File: config.mk
export PLATFORM = sky130hd
export DESIGN_NAME = pipe_stage_reg
export DESIGN_NICKNAME = d
export VERILOG_FILES = /design/src/rtl/pipe_pkg.sv /design/src/rtl/pipe_sat_cnt.sv /design/src/rtl/pipe_stage_reg.sv
export SDC_FILE = /design/constraint.sdc
export NUM_CORES = 1
export LEC_CHECK = 0
export CAP_MARGIN = 10
export CORE_MARGIN = 2
export CORE_UTILIZATION = 38
export DETAILED_ROUTE_END_ITERATION = 10
export MAX_ROUTING_LAYER = met4
export PLACE_DENSITY = 0.67
export SYNTH_ARGS = -nofsm -noshare
export SYNTH_HDL_FRONTEND = slang
export SYNTH_SLANG_ARGS = --single-unit
export TNS_END_PERCENT = 20
File: constraint.sdc
create_clock -name clk -period 3.02 [get_ports clk]
set_clock_uncertainty 0.1 [all_clocks]
set_input_delay 0.604 -clock clk [delete_from_list [all_inputs] [get_ports clk]]
set_output_delay 0.604 -clock clk [all_outputs]
set_load 0.01 [all_outputs]
File: src/rtl/pipe_pkg.sv
// Shared types and default widths for the elastic pipeline-stage register.
package pipe_pkg;

  localparam int unsigned DEF_DATA_W = 64;
  localparam int unsigned DEF_CTRL_W = 2;
  localparam int unsigned DEF_RD_W   = 5;
  localparam int unsigned DEF_CNT_W  = 16;

  typedef enum logic [1:0] {
    EMPTY = 2'd0,
    ONE   = 2'd1,
    TWO   = 2'd2
  } stageStateT;

  // Number of valid entries held in a given state.
  function automatic logic [1:0] heldCount(input stageStateT s);
    case (s)
      ONE:     heldCount = 2'd1;
      TWO:     heldCount = 2'd2;
      default: heldCount = 2'd0;
    endcase
  endfunction

endpackage

File: src/rtl/pipe_sat_cnt.sv
// Saturating event counter with synchronous clear; adds 0..2 per cycle.
module pipe_sat_cnt #(
  parameter int unsigned W = 16
) (
  input  logic         clk,
  input  logic         clear,
  input  logic [1:0]   inc,
  output logic [W-1:0] count
);

  localparam int unsigned SW = W + 1;

  logic [W:0] sum;

  // Top bit of the widened sum flags wrap past all-ones.
  assign sum = {1'b0, count} + SW'(inc);

  always_ff @(posedge clk) begin
    if (clear) begin
      count <= '0;
    end else if (sum[W]) begin
      count <= '1;
    end else begin
      count <= sum[W-1:0];
    end
  end

endmodule

File: src/rtl/pipe_stage_reg.sv
// Elastic two-entry (main + skid) pipeline-stage register with registered in_ready.
// Optional statistics counters are built when PIPE_STAGE_STATS_EN is defined.
module pipe_stage_reg
  import pipe_pkg::*;
#(
  parameter int unsigned DATA_W = DEF_DATA_W,
  parameter int unsigned CTRL_W = DEF_CTRL_W,
  parameter int unsigned RD_W   = DEF_RD_W,
  parameter int unsigned CNT_W  = DEF_CNT_W
) (
  input  logic              clk,
  input  logic              rst,
  input  logic              flush,
  input  logic              in_valid,
  output logic              in_ready,
  input  logic [DATA_W-1:0] in_data,
  input  logic [CTRL_W-1:0] in_ctrl,
  input  logic [RD_W-1:0]   in_rd,
  output logic              out_valid,
  input  logic              out_ready,
  output logic [DATA_W-1:0] out_data,
  output logic [CTRL_W-1:0] out_ctrl,
  output logic [RD_W-1:0]   out_rd,
  output logic [CNT_W-1:0]  stat_xfer,
  output logic [CNT_W-1:0]  stat_stall,
  output logic [CNT_W-1:0]  stat_flush
);

  stageStateT state, stateNext;

  logic              inReadyQ, inReadyNext;
  logic              outValidQ, outValidNext;
  logic [DATA_W-1:0] mainData, mainDataNext, skidData, skidDataNext;
  logic [CTRL_W-1:0] mainCtrl, mainCtrlNext, skidCtrl, skidCtrlNext;
  logic [RD_W-1:0]   mainRd, mainRdNext, skidRd, skidRdNext;
  logic              acc, dq;

  assign acc = in_valid && inReadyQ;
  assign dq  = outValidQ && out_ready;

  // State and storage registers.
  always_ff @(posedge clk) begin
    if (rst) begin
      state     <= EMPTY;
      inReadyQ  <= 1'b1;
      outValidQ <= 1'b0;
      mainData  <= '0;
      mainCtrl  <= '0;
      mainRd    <= '0;
      skidData  <= '0;
      skidCtrl  <= '0;
      skidRd    <= '0;
    end else begin
      state     <= stateNext;
      inReadyQ  <= inReadyNext;
      outValidQ <= outValidNext;
      mainData  <= mainDataNext;
      mainCtrl  <= mainCtrlNext;
      mainRd    <= mainRdNext;
      skidData  <= skidDataNext;
      skidCtrl  <= skidCtrlNext;
      skidRd    <= skidRdNext;
    end
  end

  // Next-state and next-storage logic; flush overrides every handshake.
  always_comb begin
    stateNext    = state;
    mainDataNext = mainData;
    mainCtrlNext = mainCtrl;
    mainRdNext   = mainRd;
    skidDataNext = skidData;
    skidCtrlNext = skidCtrl;
    skidRdNext   = skidRd;

    case (state)
      EMPTY: begin
        if (acc) begin
          mainDataNext = in_data;
          mainCtrlNext = in_ctrl;
          mainRdNext   = in_rd;
          stateNext    = ONE;
        end
      end
      ONE: begin
        if (acc && !dq) begin
          skidDataNext = in_data;
          skidCtrlNext = in_ctrl;
          skidRdNext   = in_rd;
          stateNext    = TWO;
        end else if (acc && dq) begin
          mainDataNext = in_data;
          mainCtrlNext = in_ctrl;
          mainRdNext   = in_rd;
        end else if (dq) begin
          // Emptied stage presents a bubble with zero control.
          mainDataNext = '0;
          mainCtrlNext = '0;
          mainRdNext   = '0;
          stateNext    = EMPTY;
        end
      end
      TWO: begin
        if (dq) begin
          mainDataNext = skidData;
          mainCtrlNext = skidCtrl;
          mainRdNext   = skidRd;
          stateNext    = ONE;
        end
      end
      default: begin
        stateNext = EMPTY;
      end
    endcase

    if (flush) begin
      stateNext    = EMPTY;
      mainDataNext = '0;
      mainCtrlNext = '0;
      mainRdNext   = '0;
      skidDataNext = '0;
      skidCtrlNext = '0;
      skidRdNext   = '0;
    end

    outValidNext = (stateNext != EMPTY);
    inReadyNext  = (stateNext != TWO);
  end

  assign in_ready  = inReadyQ;
  assign out_valid = outValidQ;
  assign out_data  = mainData;
  assign out_ctrl  = mainCtrl;
  assign out_rd    = mainRd;

`ifdef PIPE_STAGE_STATS_EN
  logic [1:0] flushAmt;

  // Entries lost to flush: held ones not dequeued, plus a beat accepted this cycle.
  always_comb begin
    flushAmt = 2'd0;
    if (flush) begin
      flushAmt = 2'(heldCount(state) - {1'b0, dq} + {1'b0, acc});
    end
  end

  pipe_sat_cnt #(.W(CNT_W)) xferCnt (
    .clk   (clk),
    .clear (rst),
    .inc   ({1'b0, dq}),
    .count (stat_xfer)
  );

  pipe_sat_cnt #(.W(CNT_W)) stallCnt (
    .clk   (clk),
    .clear (rst),
    .inc   ({1'b0, outValidQ && !out_ready}),
    .count (stat_stall)
  );

  pipe_sat_cnt #(.W(CNT_W)) flushCnt (
    .clk   (clk),
    .clear (rst),
    .inc   (flushAmt),
    .count (stat_flush)
  );
`else
  assign stat_xfer  = '0;
  assign stat_stall = '0;
  assign stat_flush = '0;
`endif

endmodule

---- After elaboration in Yosys (flattened, before gate mapping) ----
Cells that the tools add are included.
storage, ports and cells
  bits of input ports ..................... 76
  bits in latches ......................... 0
  bits in writable memories ............... 0
  memories kept ........................... 0
  memory bits (read-only) ................. 0
  output and inout port bits .............. 121
  register bits after elaboration ......... 146
cells by class
  shift-type cells ........................ 0
  bitwise gates (word level) .............. 0
  magnitude comparators ................... 0
  muxes and demuxes ....................... 25
  equality and inequality tests ........... 7
  divide/modulo/power cells ............... 0
  multipliers ............................. 0
  add/sub/neg operators ................... 0
  reduce and logical (&&, ||, !) cells .... 11
operators with widths
  cell                  count
  $mux W64              5
  $pmux W64 S3          1
  $mux W5               5
  $mux W2               11
  $pmux W5 S3           1
  $pmux W2 S3           2
  $ne A2 B2 Y1 const B  4
  $reduce_and A5 Y1     1
  $logic_and A1 B1 Y1   4
  $ne A3 B3 Y1 const B  1
  $reduce_bool A3 Y1    1
  $eq A2 B1 Y1 const B  1
  $eq A2 B2 Y1 const B  1
  $logic_not A2 Y1      1
  $reduce_and A2 Y1     1
  $reduce_bool A2 Y1    1
  $reduce_or A2 Y1      1
  $logic_not A1 Y1      1

---- Logic depth before layout (Yosys ltp) ----
Gate-level depths: netlist (run 1).
  depth after elaboration ................. 7
  depth in mapped cells ................... 8
  depth with buffers taken out ............ 6

---- Worst setup path after synthesis (run 1) ----
No wires, ideal clock.
  path type ............................... reg-to-reg
  start ................................... register state[1]
  end ..................................... register mainCtrl[0], in the netlist out_ctrl[0]
  cell stages (with the launch flop) ...... 9
  required time ........................... 2.788 ns
  path buffers ............................ 2
  slack ................................... 1.041 ns
  data arrival time ....................... 1.747 ns
  path through ............................ dfxtp_1 -> inv_1 -> ha_1 -> or3b_1 -> a21o_1 -> buf_6 -> buf_6 -> a221oi_2 -> nor3_1
between the ends
  cells in the longest elaborated chain, start to end .. 3
  elaborated cells on any way between the ends .. 10
  classes of those cells .................. 6 x eq/ne; 1 x mux; 3 x reduce/logical
ends and longest elaborated chain
  element                                               RTL line              source
  start: declaration                                    pipe_stage_reg.sv:29  stageStateT state, stateNext;
  start signal: assignment                              pipe_stage_reg.sv:54  state <= stateNext;
  $eq A2 B1 Y1, or another cell as far along            pipe_stage_reg.sv:76  case (state)
  $ne A3 B3 Y1 (no line), or another cell as far along  n/a
  $reduce_and A5 Y1 (no line)                           n/a
  end signal: assignment                                pipe_stage_reg.sv:58  mainCtrl <= mainCtrlNext;
  end: declaration                                      pipe_stage_reg.sv:34  logic [CTRL_W-1:0] mainCtrl, mainCtrlNext, skidCtrl, skidCtrlNext;
Parallel ways exist; a longest one is shown, timed or not.
A chain may end at the register's enable or synchronous reset.

---- Worst setup path after layout (run 1) ----
  start ................................... register state[1]
  end ..................................... register mainData[54], in the netlist out_data[54]
between the ends
  cells in the longest elaborated chain, start to end .. 3
  elaborated cells on any way between the ends .. 10
  classes of those cells .................. 6 x eq/ne; 1 x mux; 3 x reduce/logical
ends and longest elaborated chain
  element                                               RTL line              source
  $eq A2 B1 Y1, or another cell as far along            pipe_stage_reg.sv:76
  $ne A3 B3 Y1 (no line), or another cell as far along  n/a
  $reduce_and A5 Y1 (no line)                           n/a
  end signal: assignment                                pipe_stage_reg.sv:57  mainData <= mainDataNext;
  end: declaration                                      pipe_stage_reg.sv:33  logic [DATA_W-1:0] mainData, mainDataNext, skidData, skidDataNext;
Parallel ways exist; a longest one is shown, timed or not.

==> impl_results.md, run 1 <==
* Share of layout cells above drive strength 1 at 0.1461
* Worst setup SP type: register
* Max cap viols at 0
* Peak supply drop at 378.7 µV
* Routed WL per cell at 15.01 µm
* Synth Cell Area at 6412 µm²
* Initial core utilization at 0.3881
* TritonCTS Sinks at 146
* DR DRC count at 0
* Mapped Avg Cell Area at 8.968 µm²
* GPL Wtd Cong at 0.7457
* Hold depth at 2
* Setup crit end kind: register
* Vias in the first global route at 4952
* Place WS at 367.1 ps
* Crit path kind: reg2reg
* Critical Path Fanout Max at 26
* H-tree levels at 4
* Yosys Warn Count at 0
* First-pass detailed-route iteration total at 6
* R2R setup slack at 650 ps
* Power per Cell Area at 555.5 nW/µm²
* Worst slew pin tran at 512.6 ps
* Worst r2r path cells at 7
* Hold Crit Start: skidData[12]
* Fin crit period at 2372 ps
* Post-cts gate resize count at 0
* Top post-synthesis cells by count: 146 x dfxtp_1, 146 x nand2_1, 72 x nor2_1
* CP max stage cell: or3b_1
* Main synth FF type: dfxtp_1
* Fin Setup TNS at 0 ps
* ANT nets after route at 0
* Post-synthesis cell type count at 32
* Die X at 133.9 µm
* Dpl cell area at 7941 µm²
* Port bufs at 148
* Worst r2r src: state[1]
* Design Area, Final at 8482 µm²
* Cell count after synthesis at 715
* Highest clock rate at 421.5 MHz
* Number of antenna violations at the first check in global routing at 0
* Via count at 5366
* Critical-path cell list: inv_1 -> ha_1 -> or3b_1 -> a21o_4 -> buf_4 -> a221oi_2 -> nor3_1
* Final Hold Violating Endpoints at 0
* Relative slew slack at 0.6583
* Largest net degree at the start of global routing at 72
* Post CTS Setup Buffer Count at 0
* Synth area leader: dfxtp_1
* Die area at 17930 µm²
* Final setup fails at 0
* Synth top area share at 0.4558
* Routed vias/inst at 5.020
* Cts bufs inserted at 17
* TritonCTS clock tree: yes
* Top cells by area, synth: dfxtp_1 46%, a221oi_2 16%, nand2_1 8.5%
* Dpl hpwl at 10.09 mm
* Post-layout util at 0.5133
* Fin nets at 916
* WP data required at 3220 ps
* #FFs+latches synth at 146
* Endpoint, Worst Hold: skidData[12]
* Die height at 133.9 µm
* Sequential element share of the synthesized area at 0.4558
* CTS root buffer: clkbuf_16
* Worst Setup Slack, final at 647.6 ps
* Clock Path Buffers at 2
* Final WL at 16.04 mm
* HP Class: reg2reg
* Clk_lat worst skew at 420 ps
* Area grow syn2layout at 32.27%
* Post-synth EDFFs at 0
* Period utilisation layout at 0.7856
* Total Power at 4.712 mW
* # rows at 47
* Congestion Overflow GR at 0
* Total track usage at 0.1852
* IO Count at 197
* RSZ-0062 raised after global routing: false
* First-pass GRT wire length at 25.69 mm
* CTS hold repair buffers at 0
* Critical path data arrival time at 2570 ps
* Clk pin slew, worst setup/hold paths at 60 ps
* Initial drt markers at 327
* Static Leak at 2.939 nW
* Post-synth ARST share at 0
* Inserted Diodes at 0
* Run status: finished, final reports clean
* Reg2reg end: out_data[54]
* Fillcell total at 1545
* Core box area at 16520 µm²
* Crit-path max cell delay at 460 ps
* Max-slew violation count at 0
==> layout make-up <==
cell class | count | area, µm² | area share
well taps | 220 | 275.3 | 0.03245
inverters | 2 | 7.507 | 0.0008851
multi-input cells | 505 | 3009 | 0.3548
flip-flops and latches | 146 | 2923 | 0.3446
clock inverters | 14 | 111.4 | 0.01313
clock buffers | 18 | 429.2 | 0.05060
repair buffers | 164 | 1727 | 0.2036
==> power breakdown <==
part / switching, mW / internal, mW / total [mW]
clock network: 0.858 / 1.06 / 1.91
logic: 0.401 / 0.361 / 0.762
registers: 0.0413 / 1.99 / 2.04
total: 1.30 / 3.41 / 4.71
==> routing by layer <==
layer | share of wire | wire length, µm | up-vias | global-route usage
met5 | 0 | 0 | - | -
met4 | 0.015 | 248 | 0 | 0.06324
met3 | 0.057 | 912 | 17 | 0.04686
met2 | 0.45 | 7195 | 162 | 0.2712
met1 | 0.48 | 7687 | 2545 | 0.2487
li1 | - | - | 2642 | -
==> critical path: cells and delay by family (launching register included) <==
family          cells  cell delay [ps]
flops               1              420
buf+inv             2              340
fa+ha+maj           1              260
simple gates        2              540
compound gates      2              580
==> placed cells by master, fill, tap and decap left out, types with 2 or more instances in the layout <==
cell type / synthesis / layout
nor2_1: 72 / 72
clkbuf_16: 0 / 17
dfxtp_1: 146 / 146
conb_1: 1 / 48
clkinv_4: 0 / 5
inv_1: 2 / 2
a31oi_1: 2 / 2
a21oi_1: 71 / 71
o211ai_1: 2 / 2
nand2_1: 146 / 146
nor3_1: 71 / 71
buf_4: 55 / 6
a221oi_2: 70 / 70
clkinvlp_4: 0 / 6
a21oi_4: 0 / 2
ha_1: 4 / 4
inv_6: 0 / 2
clkdlybuf4s50_1: 0 / 148
buf_12: 0 / 10
nand3_1: 4 / 4
==> flip-flops by register name, indices dropped and copies added, names as in the netlist <==
signal     cells
out_ctrl       2
out_rd         5
in_ready       1
state          2
out_valid      1
skidCtrl       2
out_data      64
skidData      64
skidRd         5
==> per-stage QoR <==
stage / hold WS, ps / cells
5_1_grt: 382.1 / 1069
6_report: 366.4 / 1069
3_3_place_gp: 343.9 / 1037
2_1_floorplan: 336.1 / 762
3_5_place_dp: 357.5 / 1037
4_1_cts: 367.8 / 1069
==> cells by family after synthesis <==
kind of cell / share of synthesized area
AOI/OAI and AO/OA: 0.2347
xor gates and xnor gates: 0.001366
adders and majority gates: 0.007805
buffers and inverters: 0.1083
DFF: 0.4558
other: 0.0005848
and+or+nand+nor: 0.1914
==> worst max path at each step <==
stage | slack, ps | startpoint | to
final | 650 | state[1] | out_data[54]
after global routing | 410 | state[1] | out_data[0]
after CTS | 630 | state[1] | out_data[43]
after detailed placement | 370 | in_valid | out_data[0]
after global placement | 410 | in_valid | out_data[0]
after floorplan | 1040 | state[1] | out_ctrl[0]
Note: power is estimated with default switching activity, not from simulation.
==> inputs of run 2 (changes only) <==
Clock period 3.02 ns to 2.3 ns, I/O delays scaled along.
==> impl_results.md, run 2 (same netlist as run 1, synthesis figures left out) <==
* Run status: finished, final reports clean
* Flop pwr share at 0.406 (-0.026)
* Multi-input gate area at 3009 µm² (unchanged)
* Fillcell total at 1489 (-3.6%)
* Commonest non-fill, non-tap cell in the layout: clkdlybuf4s50_1
* Total track usage at 0.1863 (+0.001121)
* First-pass detailed-route iteration total at 5 (-1)
* Power per Cell Area at 744.8 nW/µm² (+34%)
* CP delay by family, top: simple AND/OR/NAND/NOR gates
* Critical-path cell list: inv_1 -> ha_1 -> or3b_1 -> a21o_4 -> buf_4 -> a221oi_2 -> nor3_1
* Highest clock rate at 469.2 MHz (+11%)
* CTS root buffer: clkbuf_16
* Placed insts at 1060 (+2.2%)
* Port bufs at 148 (unchanged)
* GR Util met1 at 0.2529 (+0.004179)
* Setup crit start: state[0]
* Int Pwr at 4.916 mW (+44%)
* Die height at 133.9 µm (unchanged)
* Fin nets at 941 (+2.7%)
* Via count at 5380 (+0.26%)
* Non-filler cells, final at 1094 (+2.3%)
* TritonCTS Sinks at 146 (unchanged)
* Routed vias/inst at 4.918 (-2.0%)
* Core box area at 16520 µm² (unchanged)
* Setup crit end kind: register
* Max cap viols at 0 (unchanged)
* Fin Setup TNS at 0 ps (unchanged)
* WP data required at 2500 ps (-720 ps)
* DR DRC count at 0 (unchanged)
* Period utilisation layout at 0.9267 (+0.1411)
* Critical path data arrival time at 2330 ps (-240 ps)
* Final WL at 16.10 mm (+0.32%)
* GRT met3 Usage at 0.04271 (-0.004157)
* Hold Crit Start: skidData[18]
* Number of antenna violations at the first check in global routing at 0 (unchanged)
* # rows at 47 (unchanged)
* Post-layout util at 0.5351 (+0.02181)
* Clock Path Buffers at 2 (unchanged)
* Area grow syn2layout at 37.89%
* GPL Wtd Cong at 0.7543 (+1.2%)
* Most frequent cells in the layout: 148 x clkdlybuf4s50_1, 146 x nand2_1, 145 x dfxtp_1
* Congestion Overflow GR at 0 (unchanged)
* Dpl hpwl at 10.67 mm (+5.7%)
* Initial core utilization at 0.3881 (unchanged)
* Register area at 2924 µm² (about the same)
* GRT met2 Usage at 0.2758 (+0.004558)
* Peak supply drop at 570.2 µV (+51%)
* WHS at 364.4 ps (-1.963 ps)
* First-pass GRT wire length at 26.06 mm (+1.5%)
* Clk pin slew, worst setup/hold paths at 60 ps (about the same)
* Static Leak at 3.147 nW (+7.1%)
* Worst r2r src: state[0]
* ANT nets after route at 0 (unchanged)
* Clk_lat worst skew at 420 ps (about the same)
* Die X at 133.9 µm (unchanged)
* Clock network fraction of design power at 0.432 (+0.026)
* Initial drt markers at 298 (-8.9%)
* Net Switching at 1.669 mW (+28%)
* RSZ-0062 raised after global routing: false
* Vias in the first global route at 5020 (+1.4%)
* Inserted Diodes at 0 (unchanged)
* Fin crit period at 2131 ps (-241.1 ps)
* Largest net degree at the start of global routing at 43 (-40%)
* Cts bufs inserted at 17 (unchanged)
* Final Hold Violating Endpoints at 0 (unchanged)
* Worst setup SP type: register
* Max-slew violation count at 0 (unchanged)
* Final setup fails at 0 (unchanged)
* GR peak layer: met2
* IO Count at 197 (unchanged)
* CP max stage cell: or3b_1
* Crit path kind: reg2reg
* Sw frac at 0.2535 (-0.02248)
* Share of layout cells above drive strength 1 at 0.1716 (+0.02557)
* Crit-path max cell delay at 420 ps (-40 ps)
* Crit path buf inv count at 2 (unchanged)
* HP Class: reg2reg
* Comb pwr share at 0.162 (about the same)
* Routed WL per cell at 14.71 µm (-2.0%)
* Critical Path Fanout Max at 10 (-62%)
* Die area at 17930 µm² (unchanged)
* TritonCTS clock tree: yes
* H-tree levels at 4 (unchanged)
## run 2: cell types whose count changed in the layout (fill, tap and decap cells not counted), sizes merged
cell / delta
clkinvlp: -4
bufinv: +3
clkbuf: +2
buf: +25
clkinv: -1
## run 2: final cells by class
cell class	count	area share
Multi-Input combinational cell	505	0.3403
Sequential cell	146	0.3307
Timing Repair Buffer	189	0.2278
Clock buffer	20	0.05165
Tap cell	220	0.03113
Clock inverter	12	0.01755
Inverter	2	0.0008490
## run 2: stage by stage
step	cell area (µm²)	setup slack (ps)	total power, mW
floorplan	6589	321.3	3.356
global placement	8214	85.37	3.788
detailed placement	8214	51.80	3.789
CTS	8826	127.7	6.653
global route	8842	44.90	6.857
finish	8842	168.6	6.586
## run 2: per-layer routing
metal,vias up,routed length (µm),part of all wire
met3,10,771,0.048
li1,2696,-,-
met4,0,150,0.0093
met1,2528,7817,0.49
met2,146,7356,0.46
met5,-,0,0
## run 2: power by group through the flow
stage	combinational, mW	sequential, mW	clock [mW]
floorplan	0.601	2.76	0
global placement	1.06	2.73	0
detailed placement	1.06	2.73	0
CTS	1.07	2.67	2.91
global route	1.16	2.68	3.02
finish	1.07	2.67	2.84
## run 2: worst paths after layout
kind	to	slack (ps)	cells past startpoint
worst max-delay path	out_data[3]	170	7
worst min-delay path	skidData[18]	360	2
worst max register to register	out_data[3]	170	7
worst min register to register	skidData[18]	360	2
## run 2: repair_timing
action | CTS | global route
resized for setup | 0 | 1
setup endpoints to repair | 0 | 4
hold buffers | 0 | 0
buffers inserted | 0 | 2
## run 2: worst reg2reg max path, delay by kind of cell (launching register included)
family | cells | cell delay [ps]
simple gates | 2 | 500
compound gates | 2 | 490
flops | 1 | 410
buf+inv | 2 | 300
fa+ha+maj | 1 | 210
==> inputs of run 3 (changes only) <==
Settings changed: PLACE_DENSITY 0.67 to 0.7.
Clock period 2.3 ns to 1.9 ns, I/O delays scaled along.
==> impl_results.md, run 3 (same netlist as run 1, synthesis figures left out) <==
* Run status: finished with violations
* Failing checks: negative setup slack
* Congestion Overflow GR at 0 (unchanged)
* Power per Cell Area at 865.0 nW/µm² (+16%)
* First-pass detailed-route iteration total at 4 (-1)
* Final WL at 17.13 mm (+6.4%)
* Peak supply drop at 639.5 µV (+12%)
* Port bufs at 148 (unchanged)
* Final Hold Violating Endpoints at 0 (unchanged)
* Number of antenna violations at the first check in global routing at 0 (unchanged)
* Fin nets at 955 (+1.5%)
* Max cap viols at 0 (unchanged)
* Critical Path Fanout Max at 15 (+5)
* Routed WL per cell at 15.52 µm (+5.5%)
* Fin crit period at 2009 ps (-122.6 ps)
* Worst setup SP type: register
* Worst r2r src: state[0]
* Inserted Diodes at 0 (unchanged)
* HP Class: reg2reg
* IO Count at 197 (unchanged)
* Cts bufs inserted at 17 (unchanged)
* Clk_lat worst skew at 420 ps (about the same)
* Area grow syn2layout at 43.40%
* Dpl cell area at 8337 µm² (+1.5%)
* Clock Path Buffers at 2 (unchanged)
* Clk pin slew, worst setup/hold paths at 60 ps (about the same)
* Critical path data arrival time at 2240 ps (-90 ps)
* H-tree levels at 4 (unchanged)
* Highest clock rate at 497.8 MHz (+6.1%)
* Routed vias/inst at 5.011 (+1.9%)
* GPL Wtd Cong at 0.8259 (+9.5%)
* Post-layout util at 0.5564 (+0.02135)
* Initial drt markers at 280 (-6.0%)
* Core box area at 16520 µm² (unchanged)
* Largest net degree at the start of global routing at 44 (+2.3%)
* Design Area, Final at 9195 µm² (+4.0%)
* # rows at 47 (unchanged)
* Via count at 5532 (+2.8%)
* Die area at 17930 µm² (unchanged)
* Share of layout cells above drive strength 1 at 0.1946 (+0.02295)
* DR DRC count at 0 (unchanged)
* Hold depth at 2 (unchanged)
* Crit path kind: reg2reg
* Final setup fails at 71 (+71)
* Fillcell total at 1493 (+0.27%)
* Vias in the first global route at 4997 (-0.46%)
* Reg2reg end: out_data[2]
* TritonCTS Sinks at 146 (unchanged)
* Fin Setup TNS at -4538 ps (-4538 ps)
* Worst Setup Slack, final at -108.8 ps (-277.4 ps)
* WHS at 365.5 ps (+1.087 ps)
* WP data required at 2140 ps (-360 ps)
* Hold Crit Start: skidData[30]
* ANT nets after route at 0 (unchanged)
* Static Leak at 3.281 nW (+4.3%)
* Worst r2r path cells at 9 (+2)
* Most frequent cells in the layout: 146 x nand2_1, 146 x clkdlybuf4s50_1, 144 x dfxtp_1
* Dpl hpwl at 10.82 mm (+1.4%)
* TritonCTS clock tree: yes
* Total track usage at 0.1851 (-0.001145)
* Place WS at -275.9 ps (-327.7 ps)
* Initial core utilization at 0.3881 (unchanged)
* First-pass GRT wire length at 25.69 mm (-1.4%)
* R2R setup slack at -110 ps (-280 ps)
* Period utilisation layout at 1.057 (+0.1306)
* Max-slew violation count at 0 (unchanged)
* Die X at 133.9 µm (unchanged)
* Die height at 133.9 µm (unchanged)
* CTS root buffer: clkbuf_16
* Setup crit end kind: register
* RSZ-0062 raised after global routing: true
* Endpoint, Worst Hold: skidData[30]
[run 3: final cells by class]
| type | instances | area, µm² | area share |
|---|---|---|---|
| Tap cell | 220 | 275.3 | 0.02994 |
| Clock buffer | 23 | 478.0 | 0.05198 |
| Inverter | 2 | 7.507 | 0.0008164 |
| Timing Repair Buffer | 203 | 2354 | 0.2560 |
| Sequential cell | 146 | 2925 | 0.3181 |
| Clock inverter | 5 | 80.08 | 0.008709 |
| Multi-Input combinational cell | 505 | 3075 | 0.3345 |
[run 3: worst max path at each step]
stage	from	endpoint	depth (start not counted)
after floorplan	state[1]	out_ctrl[0]	8
after global placement	in_valid	out_data[18]	7
after detailed placement	in_valid	out_data[38]	7
after CTS	state[1]	out_data[63]	9
after global routing	state[0]	out_data[23]	9
final	state[0]	out_data[2]	9
[run 3: stage by stage]
step	power, mW	cells
after global routing	8.269	1104
after global placement	4.622	1067
after CTS	7.904	1099
final	7.954	1104
after detailed placement	4.627	1067
after floorplan	4.063	762
[run 3: per-layer routing]
layer | global-route usage | wire [µm] | part of all wire | up-vias
li1 | - | - | - | 2724
met1 | 0.2394 | 7883 | 0.46 | 2626
met2 | 0.2858 | 8178 | 0.48 | 166
met3 | 0.04497 | 853 | 0.050 | 16
met4 | 0.05910 | 216 | 0.013 | 0
met5 | - | 0 | 0 | -
[run 3: power by group]
part           internal [mW]  switching (mW)
combinational          0.788           0.717
clock                   2.00            1.21
sequential              3.17          0.0665
[run 3: worst max-delay path, cell delays in order, from the launching register on]
cell,delay (ps)
dfxtp_2,350
inv_2,40
ha_2,180
or3b_4,400
buf_6,130
a21oi_4,150
buf_12,190
clkbuf_16,190
nor2_1,40
nor3_1,130
[run 3: repair_timing]
action | in CTS | in global routing
pin swaps | 11 | 6
hold buffers | 0 | 0
gates cloned | 2 | 5
resized for setup | 11 | 13
buffers inserted | 2 | 0
setup endpoints to repair | 73 | 138
